--- src/rtl/bcd_converter.sv ---
// Sequential double-dabble converter: turns an unsigned magnitude plus sign into
// packed BCD, a minus-sign enable and a significant-digit count for blanking.
module bcd_converter #(
  parameter int WIDTH  = 21,
  parameter int DIGITS = 7
) (
  input  logic                  Clock,
  input  logic                  Reset,
  input  logic                  start,
  input  logic [WIDTH-1:0]      answer,
  input  logic                  sign,
  output logic                  busy,
  output logic                  done,
  output logic [4*DIGITS-1:0]   bcd,
  output logic                  negative,
  output logic [2:0]            num_digits
);

  localparam int                 CNT_W     = $clog2(WIDTH + 1);
  localparam logic [CNT_W-1:0]   LAST_ITER = CNT_W'(WIDTH - 1);

  typedef enum logic {
    IDLE,
    SHIFT
  } state_t;

  state_t                state_q, state_d;
  logic [WIDTH-1:0]      shift_q, shift_d;
  logic [4*DIGITS-1:0]   scratch_q, scratch_d;
  logic [CNT_W-1:0]      count_q, count_d;
  logic                  sign_q, sign_d;
  logic                  busy_q, busy_d;
  logic                  done_q, done_d;
  logic [4*DIGITS-1:0]   bcd_q, bcd_d;
  logic                  negative_q, negative_d;
  logic [2:0]            num_digits_q, num_digits_d;

  logic [4*DIGITS-1:0]   adjusted;
  logic [4*DIGITS-1:0]   shifted;
  logic [2:0]            sig_digits;

  // Add-3 correction on every digit, then shift the top magnitude bit into the units digit.
  always_comb begin
    adjusted = scratch_q;
    for (int i = 0; i < DIGITS; i++) begin
      if (scratch_q[4*i +: 4] >= 4'd5) begin
        adjusted[4*i +: 4] = scratch_q[4*i +: 4] + 4'd3;
      end
    end
    shifted = {adjusted[4*DIGITS-2:0], shift_q[WIDTH-1]};

    sig_digits = 3'd1;
    for (int i = 0; i < DIGITS; i++) begin
      if (shifted[4*i +: 4] != 4'd0) begin
        sig_digits = 3'(i + 1);
      end
    end
  end

  // NOTE: every _d gets a default first so no path leaves it unassigned (no latch).
  always_comb begin
    state_d      = state_q;
    shift_d      = shift_q;
    scratch_d    = scratch_q;
    count_d      = count_q;
    sign_d       = sign_q;
    done_d       = 1'b0;
    bcd_d        = bcd_q;
    negative_d   = negative_q;
    num_digits_d = num_digits_q;

    unique case (state_q)
      IDLE: begin
        if (start) begin
          shift_d   = answer;
          sign_d    = sign;
          scratch_d = '0;
          count_d   = '0;
          state_d   = SHIFT;
        end
      end
      SHIFT: begin
        scratch_d = shifted;
        shift_d   = shift_q << 1;
        count_d   = count_q + CNT_W'(1);
        if (count_q == LAST_ITER) begin
          bcd_d        = shifted;
          negative_d   = sign_q && (shifted != '0);
          num_digits_d = sig_digits;
          done_d       = 1'b1;
          state_d      = IDLE;
        end
      end
      default: state_d = IDLE;
    endcase

    busy_d = (state_d == SHIFT);
  end

  // NOTE: sequential state uses non-blocking assignments so all flops update together.
  always_ff @(posedge Clock) begin
    if (Reset) begin
      state_q      <= IDLE;
      shift_q      <= '0;
      scratch_q    <= '0;
      count_q      <= '0;
      sign_q       <= 1'b0;
      busy_q       <= 1'b0;
      done_q       <= 1'b0;
      bcd_q        <= '0;
      negative_q   <= 1'b0;
      num_digits_q <= 3'd1;
    end else begin
      state_q      <= state_d;
      shift_q      <= shift_d;
      scratch_q    <= scratch_d;
      count_q      <= count_d;
      sign_q       <= sign_d;
      busy_q       <= busy_d;
      done_q       <= done_d;
      bcd_q        <= bcd_d;
      negative_q   <= negative_d;
      num_digits_q <= num_digits_d;
    end
  end

  assign busy       = busy_q;
  assign done       = done_q;
  assign bcd        = bcd_q;
  assign negative   = negative_q;
  assign num_digits = num_digits_q;

endmodule

--- config.mk ---
export PLATFORM = sky130hd
export DESIGN_NAME = bcd_converter
export DESIGN_NICKNAME = d
export VERILOG_FILES = /design/src/rtl/bcd_converter.sv
export SDC_FILE = /design/constraint.sdc
export NUM_CORES = 1
export LEC_CHECK = 0
export ABC_CLOCK_PERIOD_IN_PS = 6940
export BUFFER_PORTS_ARGS = -buffer_cell sky130_fd_sc_hd__buf_4
export CAP_MARGIN = 20
export CORE_MARGIN = 1.5
export CORE_UTILIZATION = 34
export DETAILED_ROUTE_END_ITERATION = 10
export GPL_TIMING_DRIVEN = 0
export PLACE_DENSITY = 0.6
export SLEW_MARGIN = 0
export SYNTH_ARGS = -nofsm -noshare
export SYNTH_HDL_FRONTEND = slang
export SYNTH_SLANG_ARGS = --single-unit
--- constraint.sdc ---
create_clock -name Clock -period 6.94 [get_ports Clock]
set_input_delay 1.041 -clock Clock [delete_from_list [all_inputs] [get_ports Clock]]
set_output_delay 1.041 -clock Clock [all_outputs]
set_load 0.05 [all_outputs]
# After elaboration in Yosys (flattened, before gate mapping)

Cells that the tools add are included.

Register bits after elaboration: 89
Bits of input ports: 25
Output and inout port bits: 34
Word-level logic and storage cells: 61

Add/sub/neg operators: 8
Order comparisons: 7
Equal/unequal tests: 2
Mux-type cells: 23
Bitwise gates (word level): 1
Reduce and logical (&&, ||, !) cells: 11

Operator list:

| operator                                                              | count |
|---|---|
| 28-bit one-hot mux with 2 select lines                                | 1 |
| 21-bit one-hot mux with 2 select lines                                | 1 |
| 4-bit by 3-bit >= comparator with 1-bit output, second input constant | 7 |
| 28-bit 2-to-1 mux                                                     | 1 |
| 28-bit nonzero test                                                   | 1 |
| 4-bit by 2-bit adder with 4-bit output, second input constant         | 6 |
| 4-bit 2-to-1 mux                                                      | 6 |
| 4-bit nonzero test                                                    | 6 |
| 21-bit 2-to-1 mux                                                     | 1 |
| 3-bit 2-to-1 mux                                                      | 6 |
| 5-bit one-hot mux with 2 select lines                                 | 1 |
| 5-bit by 1-bit adder with 5-bit output, second input constant         | 1 |
| 5-bit equality test, second input constant                            | 1 |
| 5-bit 2-to-1 mux                                                      | 1 |
| 2-bit AND reduction                                                   | 2 |
| 3-bit by 2-bit adder with 3-bit output, second input constant         | 1 |
| 1-bit 2-to-1 mux                                                      | 3 |
| 2-bit 2-to-1 mux                                                      | 1 |
| 2-bit inequality test, second input constant                          | 1 |
| 1-bit one-hot mux with 2 select lines                                 | 1 |
| 2-bit OR reduction                                                    | 1 |
| 1-bit logical AND                                                     | 1 |
| 1-bit inverter                                                        | 1 |

# Depth between registers and ports, before layout

Depth in word-level cells: 9
Mapped depth: 10

# Worst setup path after synthesis

OpenSTA, ideal clock, no wires.

Path kind: reg2reg
Start point: register scratch_q[9]
End point: register negative_q, in the netlist negative
Data arrival time: 2,382 ps
Data required time: 6,823 ps
Path slack: 4,440 ps
Cell stages (with the launch flop): 10
Period minus slack after synthesis: 2,500 ps
Cell sequence: dfxtp_1 -> inv_1 -> ha_1 -> nand2b_1 -> a21o_1 -> or3_4 -> a2111oi_4 -> nand2b_1 -> or4_1 -> a32o_1

Cells in the longest elaborated chain, start to end: 4
Elaborated cells on any way between the ends: 5

Ends and longest elaborated chain:

| item                                                                                                     | RTL line | text |
|---|---|---|
| start: declaration                                                                                       | 29       | `logic [4*DIGITS-1:0] scratch_q, scratch_d;` |
| start signal: assignment                                                                                 | 116      | `scratch_q <= scratch_d;` |
| 4-bit by 2-bit adder with 4-bit output or 4-bit by 3-bit >= comparator with 1-bit output (tied branches) | 47, 46   |  |
| 4-bit 2-to-1 mux (*)                                                                                     | 46       | `if (scratch_q[4*i +: 4] >= 4'd5) begin` |
| 28-bit nonzero test (*)                                                                                  | 88       | `negative_d = sign_q && (shifted != '0);` |
| 1-bit logical AND (*)                                                                                    | 88       |  |
| end signal: assignment                                                                                   | 122      | `negative_q <= negative_d;` |
| end: declaration                                                                                         | 35       | `logic negative_q, negative_d;` |

Every way passes the cells marked *; elsewhere a longest branch is shown, timed or not.
A chain may end at the register's enable or synchronous reset.

# Final worst setup path

Start point: register scratch_q[16]
End point: register negative_q, in the netlist negative

The elaborated chain is that of the path after synthesis.

==> impl_results.md <==
* Status: complete, no violations
* Cell with the most instances after synthesis: nor2_1
* Largest net degree at the start of global routing at 15
* Tmin final at 2764 ps
* Grt total ovfl at 0
* Initial Util at 0.3515
* Vias in the first global route at 3765
* Via count at 3873
* CP max FO at 4
* Pre-CTS WS at 4163 ps
* Drt total wl at 11.29 mm
* Sequential cell area at 1782 um2
* CTS resizes at 0
* Setup ws final at 4176 ps
* Core area at 12110 um2
* Actual slew at the worst max-slew pin at 897.9 ps
* Detailed Routing Iterations Pass 1 at 5
* Yosys cell types at 35
* Final Slew Violations at 0
* Die area at 13200 um2
* Mapped Area at 4258 um2
* Pwr per Cell Area at 216.8 nW/um2
* Worst clock skew at 4.079 ps
* Period utilization at 0.3983
* H-tree depth at 3
* Routed vias/inst at 5.017
* Async SR Flop Fraction at 0
* Die W at 114.9 um
* Syn Area/Cell at 8.003 um2
* Layout net count at 640
* Syn Nets at 573
* WP data required at 7180 ps
* DR iter-0 viols at 264
* Placer Congestion at 0.8258
* Max cap viols at 0
* Clk sinks at 89
* # hold bufs at CTS at 0
* Number of synthesized flops with an enable pin at 0
* Root Buffer: clkbuf_16
* Yosys reg bits at 89
* Sequential area share after synthesis at 0.4185
* Final HPWL DP at 8.227 mm
* Worst-Skew Late Latency at 340 ps
* Critical path endpoint category: register
* Max Root-Sink Buffers at 2
* Rows at 40
* YS warnings at 0
* Synth area leader: dfxtp_1
* R2R cell count at 9
* Static leakage at 2.095 nW
* Hold Path Stages at 2
* Kind of critical path: register to register
* DRT antenna net count at 0
* Initial antenna violation count at 0
* Synth Instances at 532
* RSZ-0062 raised after global routing: false
* Clock buffer count from CTS at 9
* Clock-pin slew on the worst setup and hold paths at 60 ps
* CTS tree: yes
* Antenna diodes at 0
* Fill cells at 1266
* Area contributors post-synth: dfxtp_1, a21oi_1, nor2_1, mux2i_1, ha_1
* Post-CTS Setup Bufs at 0
* Setup TNS Final at 0 ps
* Post-synth top area share at 0.4185
* DRC viols at 0
* Maximum vdd ir drop at 0.0001553 V
* Synth top cells by count: nor2_1, dfxtp_1, a21oi_1, nand2_1
* Final setup violation count at 0
* Routed WL per cell at 14.62 um
* Die Span Y at 114.9 um
* Final hold vios at 0
* Max Clk Rate at 0.3618 GHz
* Footprint of the multi-input gates at 2281 um2
* Global-route wire length before repair at 18.33 mm
* Fraction of layout cells with a size suffix above 1 at 0.1374
* Worst Setup Start Kind: register
* Main flop type after synthesis: dfxtp_1
* PortBufs at 56
* HP Class: register to register
* IO Count at 59
* Rel. slew slack at 0.3992
* WP data arrival at 3000 ps
* Total track usage at 0.1789
* P&R area growth vs syn at 22.36%
[state kept, by name, indices dropped and copies added (netlist names)]
register,flops
bcd,28
busy,1
shift_q,21
num_digits,3
negative,1
scratch_q,28
count_q,5
done,1
sign_q,1
[critical path, cell delays in order (launching register included)]
cell and delay, ps:
dfxtp_1 350, inv_1 90, ha_1 220, nand2b_1 110
a21oi_2 210, mux2i_1 190, nor4_2 510, nand4_1 190
or4_1 530, a32o_1 260
[cell families after synthesis]
family,Yosys count,synth area share
and+or+nand+nor,228,0.2560
AOI/OAI and AO/OA,110,0.1478
DFF,89,0.4185
buffers and inverters,52,0.04584
muxes,30,0.07053
adders and majority gates,16,0.04702
xor gates and xnor gates,7,0.01440
[through the flow]
step	total power [mW]	instance area, um2	utilization	hold WS, ps	std cells
floorplan	0.5846	4258	-	452.3	532
global placement	0.6135	4888	0.4036	447.8	756
detailed placement	0.6146	4888	0.4036	450.9	756
CTS	1.140	5210	0.4302	459.5	772
global route	1.170	5210	0.4302	476.3	772
finish	1.129	5210	0.4302	453.9	772
[layout make-up]
cell class | instances | share of cell area
multi-input combinational | 391 | 0.4378
inverter | 18 | 0.01297
sequential | 89 | 0.3420
clock buffer | 11 | 0.04659
timing repair buffer | 56 | 0.08069
clock inverter | 5 | 0.01513
buffer | 34 | 0.02450
tap | 168 | 0.04035
[path summary, 6_finish.rpt]
check,from,endpoint,slack [ps]
max reg2reg,scratch_q[16]$_SDFFE_PP0P_,negative$_SDFFE_PP0P_,4180
min reg2reg,bcd[2]$_SDFFE_PP0P_,bcd[2]$_SDFFE_PP0P_,450
min,bcd[2]$_SDFFE_PP0P_,bcd[2]$_SDFFE_PP0P_,450
max,scratch_q[16]$_SDFFE_PP0P_,negative$_SDFFE_PP0P_,4180
[routing by layer]
metal,wire length (um),share of wire,GRT usage,up-vias
met3,772,0.068,0.05430,20
met1,5176,0.46,0.2278,1799
met5,0,0,0,-
met2,5139,0.46,0.2869,118
met4,200,0.018,0.06502,0
li1,-,-,-,1936
[report_power, final]
| part | internal, mW | switching [mW] | total, mW |
|---|---|---|---|
| clock network | 0.325 | 0.201 | 0.526 |
| logic | 0.0283 | 0.0493 | 0.0776 |
| registers | 0.520 | 0.00602 | 0.526 |
| total | 0.873 | 0.257 | 1.13 |
[layout by cell type (no fill, tap or decap), types with 14 or more instances in the layout]
master	netlist	layout
nand2_1	44	44
a21oi_1	73	73
inv_1	18	18
nor3b_1	18	18
ha_1	16	16
nand2b_1	14	14
mux2i_1	30	30
dfxtp_1	89	89
nor3_1	26	26
buf_4	0	56
clkbuf_1	30	31
nor2_1	97	97
No activity file was read; power rests on OpenSTA's default activity.
